$ cat src/rtl/ace_master_ctrl.sv
// ace_master_ctrl: ACE master-port controller between the cache datapath and
// the coherent interconnect.
//   Request engine issues ReadShared / WriteClean / MakeUnique with bursts of
//   BURST_LEN beats, re-issues on non-OKAY responses (up to MAX_RETRY times)
//   and aborts after TIMEOUT idle cycles in B_WAIT / R_DATA (0 disables).
//   Snoop engine (AC -> lookup -> CR/CD) runs concurrently and independently.
// Ports:
//   clk, rst                      clock, synchronous active-high reset
//   req_valid, req_op, req_ready  datapath request handshake (op 11 is illegal)
//   read_shared_o/write_clean_o/make_unique_o  1-cycle pulse after accept
//   done_o, err_o                 completion pulse and its error qualifier
//   read_resp_en                  pulse the cycle after each OKAY ReadShared R beat
//   B_okay, R_okay                response status, sampled on B / R handshake
//   AW_*, W_*, B_*, AR_*, R_*     write/read request channels (VALID/READY/LAST)
//   AC_*, ac_enable, snoop_*      snoop address channel and datapath lookup
//   CR_*, CD_*                    snoop response and snoop data channels
// All outputs are registered: each is decoded from the next-state values.
module ace_master_ctrl #(
    parameter int unsigned BURST_LEN = 4,
    parameter int unsigned MAX_RETRY = 9,
    parameter int unsigned TIMEOUT   = 256
) (
    input  logic       clk,
    input  logic       rst,
    input  logic       req_valid,
    input  logic [1:0] req_op,
    output logic       req_ready,
    output logic       read_shared_o,
    output logic       write_clean_o,
    output logic       make_unique_o,
    output logic       done_o,
    output logic       err_o,
    output logic       read_resp_en,
    input  logic       B_okay,
    input  logic       R_okay,
    output logic       AW_VALID,
    input  logic       AW_READY,
    output logic       W_VALID,
    input  logic       W_READY,
    output logic       W_LAST,
    input  logic       B_VALID,
    output logic       B_READY,
    output logic       AR_VALID,
    input  logic       AR_READY,
    input  logic       R_VALID,
    output logic       R_READY,
    input  logic       R_LAST,
    input  logic       AC_VALID,
    output logic       AC_READY,
    output logic       ac_enable,
    input  logic       snoop_valid,
    input  logic       snoop_hit,
    input  logic       snoop_dirty,
    output logic       CR_VALID,
    input  logic       CR_READY,
    output logic       CD_VALID,
    input  logic       CD_READY,
    output logic       CD_LAST
);

    localparam int unsigned BW = $clog2(BURST_LEN + 1);
    localparam int unsigned RW = (MAX_RETRY > 0) ? $clog2(MAX_RETRY + 1) : 1;
    localparam int unsigned TW = (TIMEOUT > 0) ? $clog2(TIMEOUT + 1) : 1;

    localparam logic [1:0] OP_RS = 2'b00;
    localparam logic [1:0] OP_WC = 2'b01;
    localparam logic [1:0] OP_MU = 2'b10;

    typedef enum logic [2:0] {IDLE, WR, B_WAIT, RD_ADDR, R_DATA, DONE} req_state_t;
    typedef enum logic [1:0] {S_IDLE, S_LOOKUP, S_RESP} snp_state_t;

    // Request engine state
    req_state_t     state, state_n;
    logic [1:0]     op_q, op_n;
    logic [RW-1:0]  retry_q, retry_n;
    logic [BW-1:0]  wbeat_q, wbeat_n;
    logic           aw_done_q, aw_done_n;
    logic           w_done_q, w_done_n;
    logic           fail_q, fail_n;
    logic [TW-1:0]  tmo_q, tmo_n;

    // Snoop engine state
    snp_state_t     s_state, s_state_n;
    logic           cr_done_q, cr_done_n;
    logic           cd_done_q, cd_done_n;
    logic [BW-1:0]  cdbeat_q, cdbeat_n;

    // Next values of the registered outputs
    logic req_ready_n, rs_n, wc_n, mu_n, done_n, err_n, rresp_n;
    logic aw_valid_n, w_valid_n, w_last_n, b_ready_n, ar_valid_n, r_ready_n;
    logic ac_ready_n, ac_enable_n, cr_valid_n, cd_valid_n, cd_last_n;

    logic aw_hs, w_hs, b_hs, ar_hs, r_hs, cr_hs, cd_hs;
    logic retry_ok, tmo_hit;

    assign aw_hs = AW_VALID & AW_READY;
    assign w_hs  = W_VALID & W_READY;
    assign b_hs  = B_VALID & B_READY;
    assign ar_hs = AR_VALID & AR_READY;
    assign r_hs  = R_VALID & R_READY;
    assign cr_hs = CR_VALID & CR_READY;
    assign cd_hs = CD_VALID & CD_READY;

    assign retry_ok = (retry_q < RW'(MAX_RETRY));
    // Fires on the cycle whose increment would make the counter reach TIMEOUT
    assign tmo_hit  = (TIMEOUT != 0) && (tmo_q == TW'(TIMEOUT - 1));

    // Request engine: next state and next output values
    always_comb begin
        state_n   = state;
        op_n      = op_q;
        retry_n   = retry_q;
        wbeat_n   = wbeat_q;
        aw_done_n = aw_done_q;
        w_done_n  = w_done_q;
        fail_n    = fail_q;
        tmo_n     = tmo_q;
        rs_n      = 1'b0;
        wc_n      = 1'b0;
        mu_n      = 1'b0;
        err_n     = 1'b0;
        rresp_n   = 1'b0;

        case (state)
            IDLE: begin
                if (req_valid && req_ready) begin
                    op_n      = req_op;
                    retry_n   = '0;
                    wbeat_n   = '0;
                    aw_done_n = 1'b0;
                    w_done_n  = 1'b0;
                    fail_n    = 1'b0;
                    case (req_op)
                        OP_RS: begin rs_n = 1'b1; state_n = RD_ADDR; end
                        OP_WC: begin wc_n = 1'b1; state_n = WR;      end
                        OP_MU: begin mu_n = 1'b1; state_n = RD_ADDR; end
                        default: begin state_n = DONE; err_n = 1'b1; end
                    endcase
                end
            end

            // AW and W complete independently; both must finish before B
            WR: begin
                if (aw_hs) aw_done_n = 1'b1;
                if (w_hs) begin
                    if (W_LAST) w_done_n = 1'b1;
                    else        wbeat_n  = wbeat_q + BW'(1);
                end
                if (aw_done_n && w_done_n) begin
                    state_n = B_WAIT;
                    tmo_n   = '0;
                end
            end

            B_WAIT: begin
                if (b_hs) begin
                    if (B_okay) begin
                        state_n = DONE;
                    end else if (retry_ok) begin
                        retry_n   = retry_q + RW'(1);
                        wbeat_n   = '0;
                        aw_done_n = 1'b0;
                        w_done_n  = 1'b0;
                        state_n   = WR;
                    end else begin
                        state_n = DONE;
                        err_n   = 1'b1;
                    end
                end else if (tmo_hit) begin
                    state_n = DONE;
                    err_n   = 1'b1;
                end else begin
                    tmo_n = tmo_q + TW'(1);
                end
            end

            RD_ADDR: begin
                if (ar_hs) begin
                    state_n = R_DATA;
                    tmo_n   = '0;
                end
            end

            // Failure is sticky across the burst and judged on the last beat
            R_DATA: begin
                if (r_hs) begin
                    tmo_n   = '0;
                    fail_n  = fail_q | ~R_okay;
                    rresp_n = (op_q == OP_RS) && R_okay;
                    if (R_LAST) begin
                        if (!fail_n) begin
                            state_n = DONE;
                        end else if (retry_ok) begin
                            retry_n = retry_q + RW'(1);
                            fail_n  = 1'b0;
                            state_n = RD_ADDR;
                        end else begin
                            state_n = DONE;
                            err_n   = 1'b1;
                        end
                    end
                end else if (tmo_hit) begin
                    state_n = DONE;
                    err_n   = 1'b1;
                end else begin
                    tmo_n = tmo_q + TW'(1);
                end
            end

            DONE:    state_n = IDLE;
            default: state_n = IDLE;
        endcase

        req_ready_n = (state_n == IDLE);
        done_n      = (state_n == DONE);
        aw_valid_n  = (state_n == WR) && !aw_done_n;
        w_valid_n   = (state_n == WR) && !w_done_n;
        w_last_n    = w_valid_n && (wbeat_n == BW'(BURST_LEN - 1));
        b_ready_n   = (state_n == B_WAIT);
        ar_valid_n  = (state_n == RD_ADDR);
        r_ready_n   = (state_n == R_DATA);
    end

    // Snoop engine: next state and next output values
    always_comb begin
        s_state_n = s_state;
        cr_done_n = cr_done_q;
        cd_done_n = cd_done_q;
        cdbeat_n  = cdbeat_q;

        case (s_state)
            S_IDLE: begin
                if (AC_VALID && AC_READY) s_state_n = S_LOOKUP;
            end

            // Data is returned only for a dirty hit; otherwise CD is pre-completed
            S_LOOKUP: begin
                if (snoop_valid) begin
                    cr_done_n = 1'b0;
                    cd_done_n = !(snoop_hit && snoop_dirty);
                    cdbeat_n  = '0;
                    s_state_n = S_RESP;
                end
            end

            S_RESP: begin
                if (cr_hs) cr_done_n = 1'b1;
                if (cd_hs) begin
                    if (CD_LAST) cd_done_n = 1'b1;
                    else         cdbeat_n  = cdbeat_q + BW'(1);
                end
                if (cr_done_n && cd_done_n) s_state_n = S_IDLE;
            end

            default: s_state_n = S_IDLE;
        endcase

        ac_ready_n  = (s_state_n == S_IDLE);
        ac_enable_n = (s_state_n == S_LOOKUP);
        cr_valid_n  = (s_state_n == S_RESP) && !cr_done_n;
        cd_valid_n  = (s_state_n == S_RESP) && !cd_done_n;
        cd_last_n   = cd_valid_n && (cdbeat_n == BW'(BURST_LEN - 1));
    end

    // State and output registers
    always_ff @(posedge clk) begin
        if (rst) begin
            state         <= IDLE;
            op_q          <= 2'b00;
            retry_q       <= '0;
            wbeat_q       <= '0;
            aw_done_q     <= 1'b0;
            w_done_q      <= 1'b0;
            fail_q        <= 1'b0;
            tmo_q         <= '0;
            s_state       <= S_IDLE;
            cr_done_q     <= 1'b0;
            cd_done_q     <= 1'b0;
            cdbeat_q      <= '0;
            req_ready     <= 1'b0;
            read_shared_o <= 1'b0;
            write_clean_o <= 1'b0;
            make_unique_o <= 1'b0;
            done_o        <= 1'b0;
            err_o         <= 1'b0;
            read_resp_en  <= 1'b0;
            AW_VALID      <= 1'b0;
            W_VALID       <= 1'b0;
            W_LAST        <= 1'b0;
            B_READY       <= 1'b0;
            AR_VALID      <= 1'b0;
            R_READY       <= 1'b0;
            AC_READY      <= 1'b0;
            ac_enable     <= 1'b0;
            CR_VALID      <= 1'b0;
            CD_VALID      <= 1'b0;
            CD_LAST       <= 1'b0;
        end else begin
            state         <= state_n;
            op_q          <= op_n;
            retry_q       <= retry_n;
            wbeat_q       <= wbeat_n;
            aw_done_q     <= aw_done_n;
            w_done_q      <= w_done_n;
            fail_q        <= fail_n;
            tmo_q         <= tmo_n;
            s_state       <= s_state_n;
            cr_done_q     <= cr_done_n;
            cd_done_q     <= cd_done_n;
            cdbeat_q      <= cdbeat_n;
            req_ready     <= req_ready_n;
            read_shared_o <= rs_n;
            write_clean_o <= wc_n;
            make_unique_o <= mu_n;
            done_o        <= done_n;
            err_o         <= err_n;
            read_resp_en  <= rresp_n;
            AW_VALID      <= aw_valid_n;
            W_VALID       <= w_valid_n;
            W_LAST        <= w_last_n;
            B_READY       <= b_ready_n;
            AR_VALID      <= ar_valid_n;
            R_READY       <= r_ready_n;
            AC_READY      <= ac_ready_n;
            ac_enable     <= ac_enable_n;
            CR_VALID      <= cr_valid_n;
            CD_VALID      <= cd_valid_n;
            CD_LAST       <= cd_last_n;
        end
    end

endmodule

$ cat config.mk
export PLATFORM = sky130hd
export DESIGN_NAME = ace_master_ctrl
export DESIGN_NICKNAME = d
export VERILOG_FILES = /design/src/rtl/ace_master_ctrl.sv
export SDC_FILE = /design/constraint.sdc
export NUM_CORES = 1
export LEC_CHECK = 0
export ABC_AREA = 1
export BUFFER_PORTS_ARGS = -buffer_cell sky130_fd_sc_hd__buf_2
export CAP_MARGIN = 10
export CORE_AREA = 4 4 71 73
export CTS_BUF_LIST = sky130_fd_sc_hd__clkbuf_4
export CTS_CLUSTER_DIAMETER = 40
export CTS_CLUSTER_SIZE = 10
export DETAILED_ROUTE_END_ITERATION = 10
export DIE_AREA = 0 0 75 77
export PLACE_DENSITY = 0.84
export REMOVE_ABC_BUFFERS = 1
export SYNTH_ARGS = -nofsm -noshare
export SYNTH_HDL_FRONTEND = slang
export SYNTH_SLANG_ARGS = --single-unit
$ cat constraint.sdc
create_clock -name clk -period 4.5 [get_ports clk]
set_input_delay 0.675 -clock clk [delete_from_list [all_inputs] [get_ports clk]]
set_output_delay 0.675 -clock clk [all_outputs]
set_load 0.05 [all_outputs]
# --- Word-level counts from Yosys, hierarchy flattened ---
# Cells that the tools add are included.
op_classes:
  n_addsub: 4
  order_cmp: 1
  muxes: 83
  n_reduce_logical: 34
  bitwise: 13
  n_eq_ne: 27
ops:
  columns: ["op", "n"]
  rows:
  - ["$mux 3", 20]
  - ["$mux 9", 5]
  - ["$pmux 9 s4", 1]
  - ["$mux 1", 35]
  - ["$mux 4", 7]
  - ["$eq 3x2->1 const B", 6]
  - ["$ne 2x2->1 const B", 9]
  - ["$pmux 3 s5", 1]
  - ["$logic_and 1x1->1", 12]
  - ["$pmux 3 s2", 2]
  - ["$pmux 4 s3", 1]
  - ["$add 9x1->9 const B", 1]
  - ["$eq 3x3->1 const B", 3]
  - ["$eq 9x8->1 const B", 1]
  - ["$pmux 1 s3", 3]
  - ["$pmux 3 s3", 1]
  - ["$reduce_or 3->1", 3]
  - ["$logic_not 2->1", 4]
  - ["$and 1x1->1", 7]
  - ["$reduce_and 7->1", 1]
  - ["$add 3x1->3 const B", 2]
  - ["$eq 2x1->1 const B", 3]
  - ["$eq 2x2->1 const B", 3]
  - ["$eq 3x1->1 const B", 2]
  - ["other kinds (16)", 29]
totals:
  register_bits: 49
  inputBits: 19
  out_inout_bits: 18

# --- Logic depth before layout (Yosys ltp) ---
# Gate-level depths: netlist of run 1.
logic_depth:
  ltp_word: 9
  depth_mapped: 13

# --- Worst setup path after synthesis of run 1 ---
# Ideal clock, no wire load.
synth_timing:
  path_kind: "register to register"
  startpoint: "register W_LAST"
  endpoint: "register W_LAST"
  path_stages_with_launch: 10
  arrival_time_ps: 1495
  n_path_buf: 0
  setup_slack_ps: 2893
  synth_period_minus_slack_ps: 1607
  cell_sequence: "dfxtp_1 > nand3_1 > nand2_1 > nand2_1 > a21oi_2 > nand2_2 > nor2_4 > nor2_4 > nand2_1 > nor2_1"
synth_between:
  elab_chain_cells: 9
  word_cells_on_any_way: 15
  classes_between: "eq/ne (2); mux (9); reduce/logical (4)"
synth_rtl:
  columns: ["element", "line_no", "text"]
  rows:
  - ["start: declaration", "40", "output logic W_LAST,"]
  - ["start signal: assignment", "320", "W_LAST <= w_last_n;"]
  - ["$mux 1", "146", "if (W_LAST) w_done_n = 1'b1;"]
  - ["$mux 1", "145", "if (w_hs) begin"]
  - ["$mux 1", "124", "case (state)"]
  - ["$logic_and 1x1->1", "149", "if (aw_done_n && w_done_n) begin"]
  - ["$mux 3", "149", null]
  - ["$pmux 3 s5", "124", null]
  - ["$eq 3x1->1", "217", "w_valid_n = (state_n == WR) && !w_done_n;"]
  - ["$logic_and 1x1->1", "217", null]
  - ["$logic_and 1x1->1 *", "218", "w_last_n = w_valid_n && (wbeat_n == BW'(BURST_LEN - 1));"]
# Mark *: on every way between the ends. The rest lies on a longest branch, timed or not. The select of a mux whose other input is x is not followed.
# A chain may end at the register's enable or synchronous reset.

# --- Worst setup path in the final report of run 1 ---
layout_timing:
  startpoint: "register state[2]"
  endpoint: "register W_LAST"
layout_between:
  elab_chain_cells: 6
  word_cells_on_any_way: 20
  classes_between: "eq/ne (6); mux (10); reduce/logical (4)"
layout_rtl:
  columns: ["element", "line_no", "text"]
  rows:
  - ["start: declaration", "73", "req_state_t state, state_n;"]
  - ["start signal: assignment", "299", "state <= state_n;"]
  - ["$mux 3 (on tied branches)", "169, 202, 190", null]
  - ["$mux 3 (on tied branches)", "186, 156", null]
  - ["$pmux 3 s5", "124", null]
  - ["$eq 3x1->1", "217", null]
  - ["$logic_and 1x1->1", "217", null]
  - ["$logic_and 1x1->1 *", "218", null]
# Mark *: on every way between the ends. The rest lies on a longest branch, timed or not.

==> results of run 1 <==
-- placed cells by master (no fill, tap or decap), types with 6 or more instances in the layout --
cell,netlist,routed
sky130_fd_sc_hd__a21oi_1,22,22
sky130_fd_sc_hd__buf_2,0,36
sky130_fd_sc_hd__dfxtp_1,49,49
sky130_fd_sc_hd__ha_1,9,9
sky130_fd_sc_hd__inv_1,51,51
sky130_fd_sc_hd__inv_2,6,6
sky130_fd_sc_hd__nand2_1,119,119
sky130_fd_sc_hd__nand3_1,25,25
sky130_fd_sc_hd__nand4_1,6,6
sky130_fd_sc_hd__nor2_1,45,45
sky130_fd_sc_hd__nor3_1,7,7
sky130_fd_sc_hd__o21ai_0,17,17
-- flip-flops by register name, indices dropped and copies added, names as in the netlist, 2 cells and up --
name / flops
tmo_q: 9
state: 3
wbeat_q: 3
op_q: 2
s_state: 2
cdbeat_q: 3
retry_q: 4
-- how the worst max path moves through the flow --
stage               to  depth (start not counted)
2_1_floorplan   W_LAST                          9
3_3_place_gp   R_READY                         10
3_5_place_dp   W_VALID                          6
4_1_cts        W_VALID                         10
5_1_grt         W_LAST                         10
6_report        W_LAST                         10
-- critical path, cell delays in order (launching register included) --
cell                      delay [ns]
sky130_fd_sc_hd__dfxtp_1        0.66
sky130_fd_sc_hd__nor2_4         0.11
sky130_fd_sc_hd__nand2_2        0.17
sky130_fd_sc_hd__inv_2          0.11
sky130_fd_sc_hd__nand2_1        0.12
sky130_fd_sc_hd__nand2_2        0.13
sky130_fd_sc_hd__o21ai_2        0.11
sky130_fd_sc_hd__nand3_1        0.16
sky130_fd_sc_hd__nor2_1         0.12
sky130_fd_sc_hd__nand2_1        0.07
sky130_fd_sc_hd__nor2_1         0.07
-- power breakdown --
part	internal [mW]	total [mW]	switching, mW
Clock	0.118	0.265	0.147
Sequential	0.467	0.494	0.0277
Combinational	0.0967	0.329	0.232
-- cell usage after synthesis, drive strengths merged --
library cell,instances,area (sq um)
nand2,125,489.2
inv,57,214.0
nor2,53,244.0
dfxtp,49,980.9
nand3,31,192.7
a21oi,23,118.9
o21ai,23,126.4
ha,9,112.6
nor3,8,51.30
nand4,6,37.54
clkbuf,3,11.26
xor2,3,26.28
nor4,2,12.51
a21boi,1,7.510
a21o,1,7.510
a31oi,1,6.260
buf,1,11.26
nand3b,1,7.510
nor3b,1,7.510
or2,1,6.260
xnor2,1,8.760
-- per-layer routing --
layer	track usage, %	up-vias
li1	-	1348
met1	27.09	1164
met2	36.50	92
met3	4.837	18
met4	10.32	0
met5	0	-
-- cell families after synthesis --
| family | Yosys count | share of synthesized area [%] |
|---|---|---|
| AO/OA/AOI/OAI | 49 | 9.945 |
| flip-flops | 49 | 36.60 |
| buffers and inverters | 61 | 8.823 |
| XOR/XNOR | 4 | 1.307 |
| AND/OR/NAND/NOR | 228 | 39.12 |
| adder cells (fa/ha/maj) | 9 | 4.202 |
-- per-stage QoR --
step | cell area (sq um) | utilization (%) | cells | power (mW)
2_1_floorplan | 2658 | - | 396 | 0.7495
3_3_place_gp | 2903 | 66.67 | 484 | 0.8178
3_5_place_dp | 2903 | 66.67 | 484 | 0.8228
4_1_cts | 2987 | 68.59 | 492 | 1.091
5_1_grt | 2987 | 68.59 | 492 | 1.150
6_report | 2987 | 68.59 | 492 | 1.088
-- final cells by class --
type	instances	area [sq um]	share of cell area (%)
clock buffers	5	37.54	1.257
clock inverters	3	46.29	1.550
inverters	57	214.0	7.164
multi-input cells	290	1463	48.97
flip-flops and latches	49	980.9	32.84
well taps	52	65.06	2.178
repair buffers	36	180.2	6.033
==> results.txt, run 1 <==
Measured in cells, the most critical reg-to-reg path has a length of 10. The routability-driven placement congestion ratio came out at 0.9520. The power density normalized to cell area came out at 364.3 nW/um^2. The count of unique library cells instantiated by Yosys is 32. The accumulated negative setup slack came out at 0 ns. The largest driver fanout on the critical path came out at 8. The via count of the first global-routing pass is 2509. During synthesis, Yosys emitted a total of 0 warnings. Of the available clock period, the critical path in the final layout requires 41.71%.

The met2 routed wirelength came out at 2874 um. The layout overhead on the synthesized area is 11.44%. Counting instances, the worst hold path has a depth of 1. Global routing used 22.27% of the available tracks. The type of the worst min-delay path is reg2reg.

The floorplan step defined a die boundary enclosing 5775 sq um. The average vias per placed instance came out at 5.329. At the end of the flow, the number of nets in the layout was 467. Setup repair after global routing left no endpoint under its margin. The width of the chip came out at 75 um. The path with the worst hold slack has its endpoint at read_resp_en.

In this run the worst setup path begins at state[2]. The cell sitting at the root of the clock tree is a sky130_fd_sc_hd__clkbuf_4. The startpoint identified for the worst hold timing path is op_q[0]. The minimum period implied by the final worst setup slack came out at 1.877 ns. For this block, the initial DRC count from the detailed router was 153.

Row generation in the floorplan step produced 24 rows. The flow ran to the end, and the final reports show no timing, DRC or antenna violations. The number of buffers on the longest clock path came out at 2. The number of sinks on the clock net came out at 49.

The number of hold buffers added after cts is 0. The total of buffers placed on input and output ports is 36. The area inside the core boundary is 4354 sq um.

The die outline height came out at 77 um. The fraction of final layout cells sized beyond drive strength 1 came out at 17.27%. The post-route clock skew came out at 0.005175 ns. The detailed router used layers up to and including met4. The actual transition at the worst max-transition pin is 0.5028 ns. The setup slack of the most critical reg-to-reg path came out at 2.62 ns. The via count of the routed design came out at 2622.

The final antenna diode count came out at 0. The number of register bits inferred by synthesis is 49. The worst setup timing slack at the placement stage is 2.599 ns. In the synthesized netlist, the number of instances is 400. The post-detailed-route wirelength per cell is 12.32 um. The level count of the clock H-tree came out at 2. The half-perimeter wire length of the detailed placement result came out at 4532 um. A synthesized cell averages 6.700 sq um. The maximum number of pins on one net before global-route repair came out at 25.

The number of antenna violations at the first check in global routing is 0. The I/O pin count is 37. In this run the critical register-to-register path is launched from state[2]. The wire length reported by the detailed router is 6063 um. The post-CTS setup repair buffer count came out at 0. The quantity of gates resized following cts came out at 0. The number of remaining DRC errors came out at 0. The worst slack on hold paths came out at 0.4262 ns. Setup slack on the critical path of the routed design comes to 2.623 ns.

The hold violation total from the final report is 0. Clock latency on the worst-skew pair, taken at its later pin, is 0.37 ns. The fill cell instance count of the final layout is 377. The critical path data required time came out at 4.83 ns. The post-synthesis sequential area ratio is 36.60%. After detailed routing, the wire length on met1 is 2680 um. The final count of pins violating max slew came out at 0. Measured against its own limit, the worst slew margin works out to 66.43%. The CTS tree is yes. The number of clock buffers inserted by TritonCTS is 5. The total of endpoints with negative setup slack in the final report is 0. Based on the critical path, the design can be clocked at up to 532.8 MHz. IR analysis of the VDD net gives a maximum drop of 0.0002410 V. The number of maximum-capacitance violations is 0. The number of optimization iterations in the first detailed-route pass came out at 5. The wire length on met3 came out at 338 um. In this run the cell area of the synthesized design comes to 2680 sq um. The endpoint identified for the worst register-to-register timing path is W_LAST.

The classification of the worst setup path is reg2reg. The total grt overflow is 0. For this configuration, the core starts out at a cell density of 61.55%. The worst endpoint data arrival time came out at 2.21 ns. The critical path capture point type is a register. After clock tree synthesis, the clock-pin slew on the worst setup and hold paths is 0.14 ns. The category of the worst setup path launch point is a register.

The first-pass GRT wire length is 10250 um. Once detail routing completed, the nets flagged for antenna violations numbered 0. The leakage power summed over all cells is 1.497 nW.
No activity file was read; power rests on OpenSTA's default activity.
==> inputs of run 2 (changes only) <==
- CORE_AREA: 4 4 71 73 -> 4 4 73 75
- DIE_AREA: 0 0 75 77 -> 0 0 77 79
- PLACE_DENSITY: 0.84 -> 0.79
- clock period: 4.5 -> 1.8 ns (I/O delays scaled with it)
==> results.txt, run 2 (same netlist as run 1, synthesis figures left out) <==
The number of sinks on the clock net is 49 (unchanged). The worst slew margin relative to its limit is 76.53% (+10 points). The total of endpoints with negative setup slack in the final report is 0 (unchanged). The worst endpoint data arrival time was 1.87 ns (-0.34 ns).

The power density normalized to cell area came out at 856.4 nW/um^2 (+140%). The critical path data required time is 2.07 ns (-2.76 ns). The largest stage delay on the critical path came out at 0.51 ns (-0.15 ns).

The internal power of the cells came to 1.601 mW (+140%). The clock latency on the worst-skew pair was 0.38 ns (about the same). The path with the worst hold slack has its endpoint at make_unique_o.

In this run the most critical hold path is launched from req_op[0]. The number of clock buffers inserted by TritonCTS is 5 (unchanged). Walking the worst path, the cells encountered are nor2_4, nand2_2, inv_2, nand2_1, nand2_2, nor2_4, nand3_2, xor2_1, nor2_1. The leakage power summed over all cells is 1.519 nW (+1.4%). The flip-flop count of the largest register, all copies and words added came to 9 (unchanged). The maximum number of pins on one net before global-route repair is 24 (-4.0%). The number of maximum-capacitance violations is 0 (unchanged).

The setup slack of the most critical reg-to-reg path is 0.20 ns (-2.42 ns). The residual antenna-violating net count after detailed routing is 0 (unchanged). The number of buffers on the longest clock path is 2 (unchanged).

The number of remaining DRC errors came out at 0 (unchanged). The routability-driven placement congestion ratio came out at 0.8810 (-7.5%). In this run the critical register-to-register path is launched from state[2].

In this run the clock root is driven by a sky130_fd_sc_hd__clkbuf_4. The total grt overflow was 0 (unchanged). Setup repair after global routing left no endpoint under its margin. The largest driver fanout on the critical path is 8 (unchanged).

The net load switching power came out at 1.007 mW (+150%). The number of buffer and inverter stages on the critical path came out at 1 (unchanged). The utilization after layout came to 65.34% (-3.2 points). The switching fraction of total power came to 38.62% (+1.2 points). The maximum resistive drop on vdd came out at 0.0005761 V (+140%). The library cell used most frequently in the layout, excluding fill and tap cells, is sky130_fd_sc_hd__nand2_1. The first-pass GRT wire length is 10330 um (+0.74%).

The min-delay analysis places its worst path in the category in2reg. The row count is 25 (+4.2%). The number of antenna violations at the first check in global routing came out at 0 (unchanged). The fraction of final layout cells sized beyond drive strength 1 is 20.40% (+3.1 points).

More flip-flops sit in one register than any other, and that register is tmo_q. The accumulated negative setup slack is 0 ns (unchanged). The total power is 2.608 mW (+140%).

The total of buffers placed on input and output ports came out at 36 (unchanged). Among all stages on the critical path, the largest delay is contributed by sky130_fd_sc_hd__dfxtp_2. The starting utilization of the core area came out at 57.50% (-4.0 points). The run finished with clean final reports. The number of cells on the worst reg-to-reg path came to 9 (-1).

The wire length reported by the detailed router is 6148 um (+1.4%). The detailed router's first-iteration violation count is 164 (+7.2%). The final count of pins violating max slew is 0 (unchanged). The die outline height was 79 um (+2.6%). The via count of the routed design is 2559 (-2.4%). The hold violation total from the final report is 0 (unchanged). TritonCTS built the clock tree. The depth of the worst hold-timing path came out at 2 (+1). The category of the worst setup path launch point is a register. The number of nets in the layout is 473 (+1.3%). The post-route clock skew is 0.02093 ns (+0.01575 ns). The share of power burned in the clock network is 20.5% (-3.9 points). The actual transition at the worst max-transition pin came out at 0.3516 ns (-0.1512 ns). The fill cell instance count of the final layout is 419 (+11%). The via count of the first global-routing pass was 2424 (-3.4%).

The level count of the clock H-tree is 2 (unchanged). The sequential fraction of design power came to 47.2% (+1.8 points). The area inside the core boundary is 4661 sq um (+7.0%). The area enclosed by the die boundary is 6083 sq um (+5.3%). In the final layout, the registers with the most flip-flops are tmo_q x9, retry_q x4. The register clock-pin slew on the reported worst setup and hold paths is 0.16 ns (+0.02 ns).

The post-detailed-route wirelength per cell came out at 12.30 um (-0.22%). The portion of the clock cycle consumed by the worst path in the final layout is 88.94% (+47 points). The maximum achievable frequency is 624.6 MHz (+17%). The share of power burned in combinational logic came out at 32.3% (+2.1 points). The final antenna diode count was 0 (unchanged). The classification of the worst setup path is reg2reg. The average vias per placed instance is 5.118 (-4.0%). The overall global routing resource usage was 21.05% (-1.2 points). The library cells used most frequently in the layout, excluding fill and tap cells, are sky130_fd_sc_hd__nand2_1, sky130_fd_sc_hd__inv_1, sky130_fd_sc_hd__dfxtp_1, sky130_fd_sc_hd__nor2_1, sky130_fd_sc_hd__buf_2. The capture instance of the worst register-to-register path is retry_q[0]. The worst setup path is captured at a register. The layout overhead on the synthesized area is 13.63%. The width of the chip came to 77 um (+2.7%).

Broken down by cell family, the worst path's largest delay share belongs to simple AND/OR/NAND/NOR gates. The half-perimeter wire length of the detailed placement result was 4779 um (+5.5%). The I/O pin count came out at 37 (unchanged). The number of optimization iterations in the first detailed-route pass was 4 (-1). The minimum period implied by the final worst setup slack was 1.601 ns (-0.2760 ns).
==> run 2: cell count changes in the layout (fill, tap and decap cells not counted), sizes merged <==
cell      delta
buf          +6
bufinv       -1
clkbuf       +1
clkinv       -1
clkinvlp     +1
==> run 2: area by class of cell <==
type / count / area (sq um) / share of cell area, %
well taps: 54 / 67.56 / 2.219
repair buffers: 42 / 225.2 / 7.395
flip-flops and latches: 49 / 984.7 / 32.33
inverters: 57 / 214.0 / 7.025
multi-input cells: 290 / 1494 / 49.05
clock buffers: 6 / 45.04 / 1.479
clock inverters: 2 / 15.01 / 0.4930
==> run 2: metrics by stage <==
stage / instances / worst slack [ns] / cell area [sq um] / hold slack [ns]
detailed placement: 491 / 0.08934 / 2943 / 0.4071
global placement: 491 / 0.1573 / 2943 / 0.4085
floorplan: 396 / 0.1934 / 2658 / 0.3391
global route: 500 / 0.004140 / 3045 / 0.03176
CTS: 499 / 0.03187 / 3003 / 0.05275
finish: 500 / 0.1990 / 3045 / 0.05466
==> run 2: worst reg2reg max path: cells and delay by family, from the launching register on <==
family,cells,cell delay [ns]
simple gates,7,0.76
flops,1,0.51
xor+xnor,1,0.15
buf+inv,1,0.10
==> run 2: what timing repair did <==
item	in CTS	in global routing
buffers inserted	0	1
resized for setup	0	11
endpoints found under the setup margin	0	14
hold buffers	0	0
==> run 2: worst max path at each step <==
stage,startpoint,to,depth (start not counted)
floorplan,W_LAST,W_LAST,9
global placement,state[2],retry_q[0],9
detailed placement,tmo_q[1],W_VALID,10
CTS,tmo_q[1],W_VALID,10
global route,tmo_q[6],AW_VALID,10
finish,state[2],retry_q[0],9
==> run 2: per-layer routing <==
metal | up-vias | track usage (%) | wire (um)
met3 | 17 | 3.741 | 342
met4 | 0 | 9.075 | 144
met5 | - | 0 | 0
li1 | 1351 | - | -
met1 | 1111 | 25.00 | 2781
met2 | 80 | 37.37 | 2879
==> run 2: power by group through the flow <==
stage	combinational [mW]	clock (mW)	sequential, mW
2_1_floorplan	0.513	0	1.36
3_3_place_gp	0.824	0	1.25
3_5_place_dp	0.828	0	1.25
4_1_cts	0.834	0.545	1.23
5_1_grt	0.947	0.595	1.24
6_report	0.842	0.535	1.23
